File: src/rtl/centroid_tracker_ctrl.sv
// Bright-pixel centroid tracker: accumulates in a 256x256 window, divides at frame end,
// publishes the centroid. Optional CENTROID_HOLD_EN keeps the last result on an empty frame.
module centroid_tracker_ctrl #(
  parameter logic [12:0] H_START   = 13'd0,
  parameter logic [12:0] V_START   = 13'd0,
  parameter logic [9:0]  THRESH    = 10'd800,
  parameter logic [16:0] MIN_COUNT = 17'd16
) (
  input  logic        iCLK,
  input  logic        iRST,
  input  logic        iDVAL,
  input  logic [12:0] iXposition,
  input  logic [12:0] iYposition,
  input  logic [9:0]  iGray,
  input  logic        iFrameEnd,
  output logic [12:0] oXresult,
  output logic [12:0] oYresult,
  output logic        oFinished,
  output logic        oBusy
);

  localparam logic [1:0] ST_ACCUM   = 2'd0;
  localparam logic [1:0] ST_DIV_X   = 2'd1;
  localparam logic [1:0] ST_DIV_Y   = 2'd2;
  localparam logic [1:0] ST_PUBLISH = 2'd3;

  logic [1:0]  state_q, state_d;
  logic [23:0] sum_x_q, sum_x_d;
  logic [23:0] sum_y_q, sum_y_d;
  logic [16:0] count_q, count_d;
  logic [23:0] dvd_q, dvd_d;
  logic [17:0] rem_q, rem_d;
  logic [4:0]  step_q, step_d;
  logic [7:0]  quot_x_q, quot_x_d;
  logic [12:0] x_res_q, x_res_d;
  logic [12:0] y_res_q, y_res_d;
  logic        fin_q, fin_d;

  // Window bounds compared in 14 bits so START+256 cannot wrap.
  logic [13:0] x_ext, y_ext, h_lo, v_lo;
  logic        in_x, in_y, pix_ok;
  logic [7:0]  x_off, y_off;
  logic [23:0] sum_x_acc, sum_y_acc;
  logic [16:0] count_acc;

  assign x_ext  = {1'b0, iXposition};
  assign y_ext  = {1'b0, iYposition};
  assign h_lo   = {1'b0, H_START};
  assign v_lo   = {1'b0, V_START};
  assign in_x   = (x_ext >= h_lo) && (x_ext < h_lo + 14'd256);
  assign in_y   = (y_ext >= v_lo) && (y_ext < v_lo + 14'd256);
  assign pix_ok = iDVAL && in_x && in_y && (iGray >= THRESH);
  assign x_off  = iXposition[7:0] - H_START[7:0];
  assign y_off  = iYposition[7:0] - V_START[7:0];

  assign sum_x_acc = pix_ok ? sum_x_q + {16'd0, x_off} : sum_x_q;
  assign sum_y_acc = pix_ok ? sum_y_q + {16'd0, y_off} : sum_y_q;
  assign count_acc = count_q + 17'(pix_ok);

  // One restoring-division step: dividend shifts out MSB first, quotient bits shift in.
  logic [17:0] rem_shift, rem_next;
  logic        rem_ge;
  logic [23:0] dvd_next;
  logic        last_step;

  assign rem_shift = {rem_q[16:0], dvd_q[23]};
  assign rem_ge    = rem_shift >= {1'b0, count_q};
  assign rem_next  = rem_ge ? rem_shift - {1'b0, count_q} : rem_shift;
  assign dvd_next  = {dvd_q[22:0], rem_ge};
  assign last_step = (step_q == 5'd23);

  always_comb begin
    state_d  = state_q;
    sum_x_d  = sum_x_q;
    sum_y_d  = sum_y_q;
    count_d  = count_q;
    dvd_d    = dvd_q;
    rem_d    = rem_q;
    step_d   = step_q;
    quot_x_d = quot_x_q;
    x_res_d  = x_res_q;
    y_res_d  = y_res_q;
    fin_d    = fin_q;
    case (state_q)
      ST_ACCUM: begin
        sum_x_d = sum_x_acc;
        sum_y_d = sum_y_acc;
        count_d = count_acc;
        if (iFrameEnd) begin
          if (count_acc >= MIN_COUNT) begin
            state_d = ST_DIV_X;
            dvd_d   = sum_x_acc;
            rem_d   = 18'd0;
            step_d  = 5'd0;
          end else begin
            sum_x_d = 24'd0;
            sum_y_d = 24'd0;
            count_d = 17'd0;
`ifndef CENTROID_HOLD_EN
            fin_d   = 1'b0;
`endif
          end
        end
      end
      ST_DIV_X: begin
        dvd_d  = dvd_next;
        rem_d  = rem_next;
        step_d = step_q + 5'd1;
        if (last_step) begin
          quot_x_d = dvd_next[7:0];
          dvd_d    = sum_y_q;
          rem_d    = 18'd0;
          step_d   = 5'd0;
          state_d  = ST_DIV_Y;
        end
      end
      ST_DIV_Y: begin
        dvd_d  = dvd_next;
        rem_d  = rem_next;
        step_d = step_q + 5'd1;
        if (last_step) state_d = ST_PUBLISH;
      end
      ST_PUBLISH: begin
        x_res_d = {5'd0, quot_x_q};
        y_res_d = {5'd0, dvd_q[7:0]};
        fin_d   = 1'b1;
        sum_x_d = 24'd0;
        sum_y_d = 24'd0;
        count_d = 17'd0;
        state_d = ST_ACCUM;
      end
      default: state_d = ST_ACCUM;
    endcase
  end

  always_ff @(posedge iCLK or negedge iRST) begin
    if (!iRST) begin
      state_q  <= ST_ACCUM;
      sum_x_q  <= 24'd0;
      sum_y_q  <= 24'd0;
      count_q  <= 17'd0;
      dvd_q    <= 24'd0;
      rem_q    <= 18'd0;
      step_q   <= 5'd0;
      quot_x_q <= 8'd0;
      x_res_q  <= 13'd0;
      y_res_q  <= 13'd0;
      fin_q    <= 1'b0;
    end else begin
      state_q  <= state_d;
      sum_x_q  <= sum_x_d;
      sum_y_q  <= sum_y_d;
      count_q  <= count_d;
      dvd_q    <= dvd_d;
      rem_q    <= rem_d;
      step_q   <= step_d;
      quot_x_q <= quot_x_d;
      x_res_q  <= x_res_d;
      y_res_q  <= y_res_d;
      fin_q    <= fin_d;
    end
  end

  assign oXresult  = x_res_q;
  assign oYresult  = y_res_q;
  assign oFinished = fin_q;
  assign oBusy     = (state_q != ST_ACCUM);

endmodule

File: config.mk
export PLATFORM = sky130hd
export DESIGN_NAME = centroid_tracker_ctrl
export DESIGN_NICKNAME = d
export VERILOG_FILES = /design/src/rtl/centroid_tracker_ctrl.sv
export SDC_FILE = /design/constraint.sdc
export NUM_CORES = 1
export LEC_CHECK = 0
export BUFFER_PORTS_ARGS = -buffer_cell sky130_fd_sc_hd__buf_2
export CORE_UTILIZATION = 27
export CTS_CLUSTER_SIZE = 10
export DETAILED_ROUTE_END_ITERATION = 12
export PLACE_DENSITY = 0.52
export SYNTH_ARGS = -nofsm -noshare
export SYNTH_HDL_FRONTEND = slang
export SYNTH_SLANG_ARGS = --single-unit
File: constraint.sdc
create_clock -name iCLK -period 4.7 [get_ports iCLK]
set_clock_uncertainty 0.2 [all_clocks]
set_input_delay 0.47 -clock iCLK [delete_from_list [all_inputs] [get_ports iCLK]]
set_output_delay 0.47 -clock iCLK [all_outputs]
set_load 0.1 [all_outputs]
After elaboration in Yosys (flattened, before gate mapping)
Cells that the tools add are included.

storage, ports and cells
  register bits = 138
  input port bits = 40
  output and inout port bits = 28
  logic and storage cells = 77

operators by class
  add/sub/neg operators = 5
  $lt $le $gt $ge = 7
  equal/unequal tests = 9
  muxes and demuxes = 32
  reductions and logical operators = 13

operators by type and width
  kind                                                                                  count
  24-bit two-way mux                                                                    9
  17-bit two-way mux                                                                    6
  24-bit one-hot mux with 2 select lines                                                2
  24-bit one-hot mux with 3 select lines                                                1
  17-bit one-hot mux with 3 select lines                                                1
  24-bit by 8-bit adder with 24-bit output                                              2
  17-bit one-hot mux with 2 select lines                                                1
  13-bit by 1-bit greater-or-equal comparator with 1-bit output, second input constant  2
  13-bit by 9-bit less-than comparator with 1-bit output, second input constant         2
  18-bit by 17-bit greater-or-equal comparator with 1-bit output                        1
  17-bit by 1-bit adder with 17-bit output                                              1
  17-bit by 5-bit greater-or-equal comparator with 1-bit output, second input constant  1
  17-bit subtractor                                                                     1
  5-bit two-way mux                                                                     3
  5-bit one-hot mux with 3 select lines                                                 1
  10-bit greater-or-equal comparator, second input constant                             1
  2-bit != test, second input constant                                                  5
  2-bit two-way mux                                                                     4
  2-bit one-hot mux with 4 select lines                                                 1
  3-bit AND reduction                                                                   2
  5-bit by 1-bit adder with 5-bit output, second input constant                         1
  5-bit equality test, second input constant                                            1
  1-bit logical AND                                                                     5
  2-bit equality test, second input constant                                            2
  other kinds (8)                                                                       10

Depth between registers and ports, before layout
  word-level depth = 10
  mapped depth = 17
  depth with buffers taken out = 13

Worst setup path after synthesis
OpenSTA, ideal clock, no wires.

  kind = input-to-reg
  start point = in iXposition[11]
  end point = reg dvd_q[0]
  library setup time = 125 ps
  arrival time = 4451 ps
  required time = 4375 ps
  path slack = -76 ps
  stages on the path = 16
  path buffers = 3
  cell sequence = nor4_1 > nand4_1 > or2_2 > clkbuf_1 > inv_1 > clkbuf_1 > ha_1 > ha_1 > nand4_1 > or4_1 > a311o_1 > and2_4 > o41ai_4 > o21ai_4 > buf_6 > mux2_4

on the way
  longest elaborated chain between the ends = 9
  elaborated cells on any way between the ends = 14
  those cells by class = 1 x add/sub; 3 x order compare; 1 x eq/ne; 4 x mux; 5 x reduce/logical

ends and longest elaborated chain
  item                                                                                                                                            RTL line  text
  from (decl)                                                                                                                                     12        input logic [12:0] iXposition,
  13-bit by 1-bit greater-or-equal comparator with 1-bit output / 13-bit by 9-bit less-than comparator with 1-bit output (equally long branches)  50        assign in_x = (x_ext >= h_lo) && (x_ext < h_lo + 14'd256);
  1-bit logical AND *                                                                                                                             50
  1-bit logical AND * (3 in a row)                                                                                                                52        assign pix_ok = iDVAL && in_x && in_y && (iGray >= THRESH);
  17-bit by 1-bit adder with 17-bit output / 24-bit two-way mux (equally long branches)                                                           58, 56
  17-bit by 5-bit greater-or-equal comparator with 1-bit output / 24-bit two-way mux (equally long branches)                                      90        if (count_acc >= MIN_COUNT) begin
  2-bit != test (no line) / 24-bit two-way mux (equally long branches)                                                                            n/a
  3-bit AND reduction (no line) / 24-bit one-hot mux with 3 select lines (equally long branches)                                                  n/a
  to (signal assigned)                                                                                                                            154       dvd_q <= dvd_d;
  to (decl)                                                                                                                                       31        logic [23:0] dvd_q, dvd_d;

Every way passes the cells marked *; elsewhere a longest branch is shown, timed or not. The select of a mux whose other input is x is not followed.
A chain may end at the register's enable or synchronous reset.

Worst setup path after layout
  start point = in iXposition[11]
  end point = reg dvd_q[3]

Same word-level chain as after synthesis.

==> run metrics <==
worst min-delay path class=primary input to register; Die Y=185 um; Sw Pwr=666 uW; CP max FO=14; commonest cells in the synthesized netlist=dfrtp_1 (138), nand2_1 (79), a21oi_1 (64), inv_1 (60), nor2_1 (53); final WL=24200 um; die area=34300 um2; Relative slew margins=21.7%; Post-synth EDFFs=0; Clock transition at path regs=70 ps; ratio of routed vias to standard cells=5.22; Root Driver=clkbuf_16; initial antenna violation count=0; Sequential Power Share=44.3%; sequential fraction of the synthesis area=38.1%; H-tree levels=4; Slew Limit Fails=0; Worst VDD drop=0.233 mV; TritonRoute pass-1 iters=5; # DRC=0; pin count of the biggest net entering global routing=80; outcome=finished, final reports clean; Worst Max-Slew Pin Slew=1160 ps; Final min period=4240 ps; most common cell in the netlist=dfrtp_1; Area growth syn-to-layout=16.6%; gr ovfl total=0; setup TNS=0 ps; Sw Ratio=24.8%; core area=32800 um2; largest area contributor in the netlist=dfrtp_1; ys flop type=dfrtp_1; crit end category=register; first-pass GRT wire length=39700 um; Post-synth ARST share=100%; yosys warns=0; FILL cells=3426; cell count after synthesis=977; input/output buffers=52; Skew-Pair Late Insertion Delay=440 ps; Die W=185 um; final hold slack=188 ps; vias in the first global route=7422; FMAX=236 MHz; Max Cap Violations=0; FF-to-FF path depth=10; num rows=66; Setup CP Type=primary input to register; post-synthesis cell type count=74; RSZ-0062 raised after global routing=false; Num Clock Sinks=138; WP data arrival=4350 ps; CP Cell Sequence=buf_2, nor4_1, nand4_1, or2_2, inv_1, ha_1, ha_2, nand4_1, or4_1, a311o_1, and2_4, o41ai_4, o21ai_4, buf_4, mux2_4; Critical Path Max Stage Delay=520 ps; clock tree from TritonCTS=yes; Crit path top cell by count=nand4_1; layout cells sized above 1=17.1%; Ports=68; crit-path leading delay family=simple AND/OR/NAND/NOR gates; Mapped Area=9070 um2; WHS Path Cells=3; TritonCTS Buffers=17; post-CTS sizing=0; clock tree buffer depth=2; leak pwr=0.00462 uW; Finish-stage setup viols=0; Crit path buffers/inverters=3; Logic pwr share=4.7%; PD cells=254 nW/um2; Post-DP HPWL=17200 um; Final GP Congestion=0.849; CP Launch Type=primary input; final count of hold timing violations=0; Final ANT Viol Nets=0; Initial Utilization=27.7%; Syn Area/Cell=9.28 um2; FF+latch count, synth=138; Total Nets Final=1124; Crit. path cell count=15; Crit path required time=4820 ps; via count=7805; master of the slowest instance on the critical path=or4_1; Int Power=2020 uW; Synth top area share=38.1%; Synth area leaders=dfrtp_1 (38%), ha_1 (5.7%), mux2_2 (3.6%); Wirelength per Cell=16.2 um; DRT iter0 DRCs=564; clock share of power=51.0%; Final period util=90.2%; GRT Util Overall=14.8%; number of diodes=0
==> per-stage QoR <==
step,utilization [%],std cells,cell area (um2),worst slack (ps),power [uW]
2_1_floorplan,-,986,9110,12.0,1290
3_3_place_gp,30.4,1462,9980,46.0,1340
3_5_place_dp,30.4,1462,9980,9.26,1340
4_1_cts,32.3,1494,10600,472,2720
5_1_grt,32.3,1494,10600,257,2780
6_report,32.3,1494,10600,463,2680
==> metal layers <==
layer | global-route usage (%) | vias to the layer above | wire length [um]
met5 | 0 | - | 0
met1 | 20.6 | 3877 | 12000
met2 | 23.0 | 128 | 11100
li1 | - | 3772 | -
met3 | 2.44 | 28 | 713
met4 | 5.39 | 0 | 382
==> final timing paths <==
check | from | to | slack (ps)
worst max register to register | count_q[0] | dvd_q[3] | 930
worst min register to register | quot_x_q[0] | quot_x_q[0] | 280
worst max-delay path | iXposition[11] | dvd_q[3] | 460
min in group asynchronous | iRST | sum_x_q[12] | 440
worst min-delay path | iYposition[0] | sum_y_q[0] | 190
max in group asynchronous | iRST | rem_q[3] | 2930
==> kinds of logic (layout without fill, tap and decap cells) <==
logic type	Yosys count	count (layout)	share of synthesized area [%]
other	1	10	0.0414
multiplexers	67	67	8.51
buffers and inverters	119	185	5.57
adder cells (fa/ha/maj)	44	44	6.32
XOR/XNOR	38	38	3.67
flip-flops	138	138	38.1
AO/OA/AOI/OAI	270	270	20.7
AND/OR/NAND/NOR	300	300	17.1
==> worst reg2reg max path, delay by kind of cell (launching register included) <==
kind | cells | cell delay [ps]
AOI/OAI and AO/OA | 3 | 1610
buffers and inverters | 3 | 610
DFF | 1 | 400
muxes | 1 | 330
and+or+nand+nor | 2 | 290
adders and majority gates | 1 | 230
==> placed cells by master, fill, tap and decap left out, drive strengths merged, types with 11 or more instances in the layout <==
master / Yosys / layout
inv: 60 / 62
nand3: 32 / 32
a21oi: 65 / 65
xnor2: 22 / 22
nand2: 79 / 79
mux2i: 25 / 25
and3: 12 / 12
clkbuf: 36 / 18
mux2: 42 / 42
nor4: 21 / 21
a21o: 12 / 12
nor2: 53 / 53
or4: 12 / 12
xor2: 16 / 16
a22o: 24 / 24
nand4: 27 / 27
buf: 21 / 91
o31ai: 15 / 15
a222oi: 12 / 12
nor3: 14 / 14
dfrtp: 138 / 138
or3: 11 / 11
o21ai: 51 / 51
ha: 41 / 41
==> state kept, by name (all words and copies together), names as in the netlist <==
name / count
state_q: 2
dvd_q: 24
sum_x_q: 24
count_q: 17
oXresult: 8
sum_y_q: 24
oFinished: 1
oYresult: 8
quot_x_q: 8
step_q: 5
rem_q: 17
==> layout make-up <==
cell class                      count  area, um2  area share (%)
Inverter                           62        233            2.20
Sequential cell                   138       3450            32.7
Tap cell                          442        553            5.23
Clock inverter                     13        146            1.38
Clock buffer                       18        439            4.15
Timing Repair Buffer               92        582            5.50
Multi-Input combinational cell    729       5170            48.9
==> repair_timing <==
action	4_1_cts	5_1_grt
hold endpoints to repair	77	0
setup buffers	0	0
hold buffers	1	0
==> power groups by stage <==
stage,Sequential (uW),Clock [uW],Combinational [uW]
6_report,1190,1370,127
5_1_grt,1190,1450,140
4_1_cts,1190,1400,130
3_5_place_dp,1210,0,129
3_3_place_gp,1210,0,128
2_1_floorplan,1210,0,75.6
No activity file was read; power rests on OpenSTA's default activity.
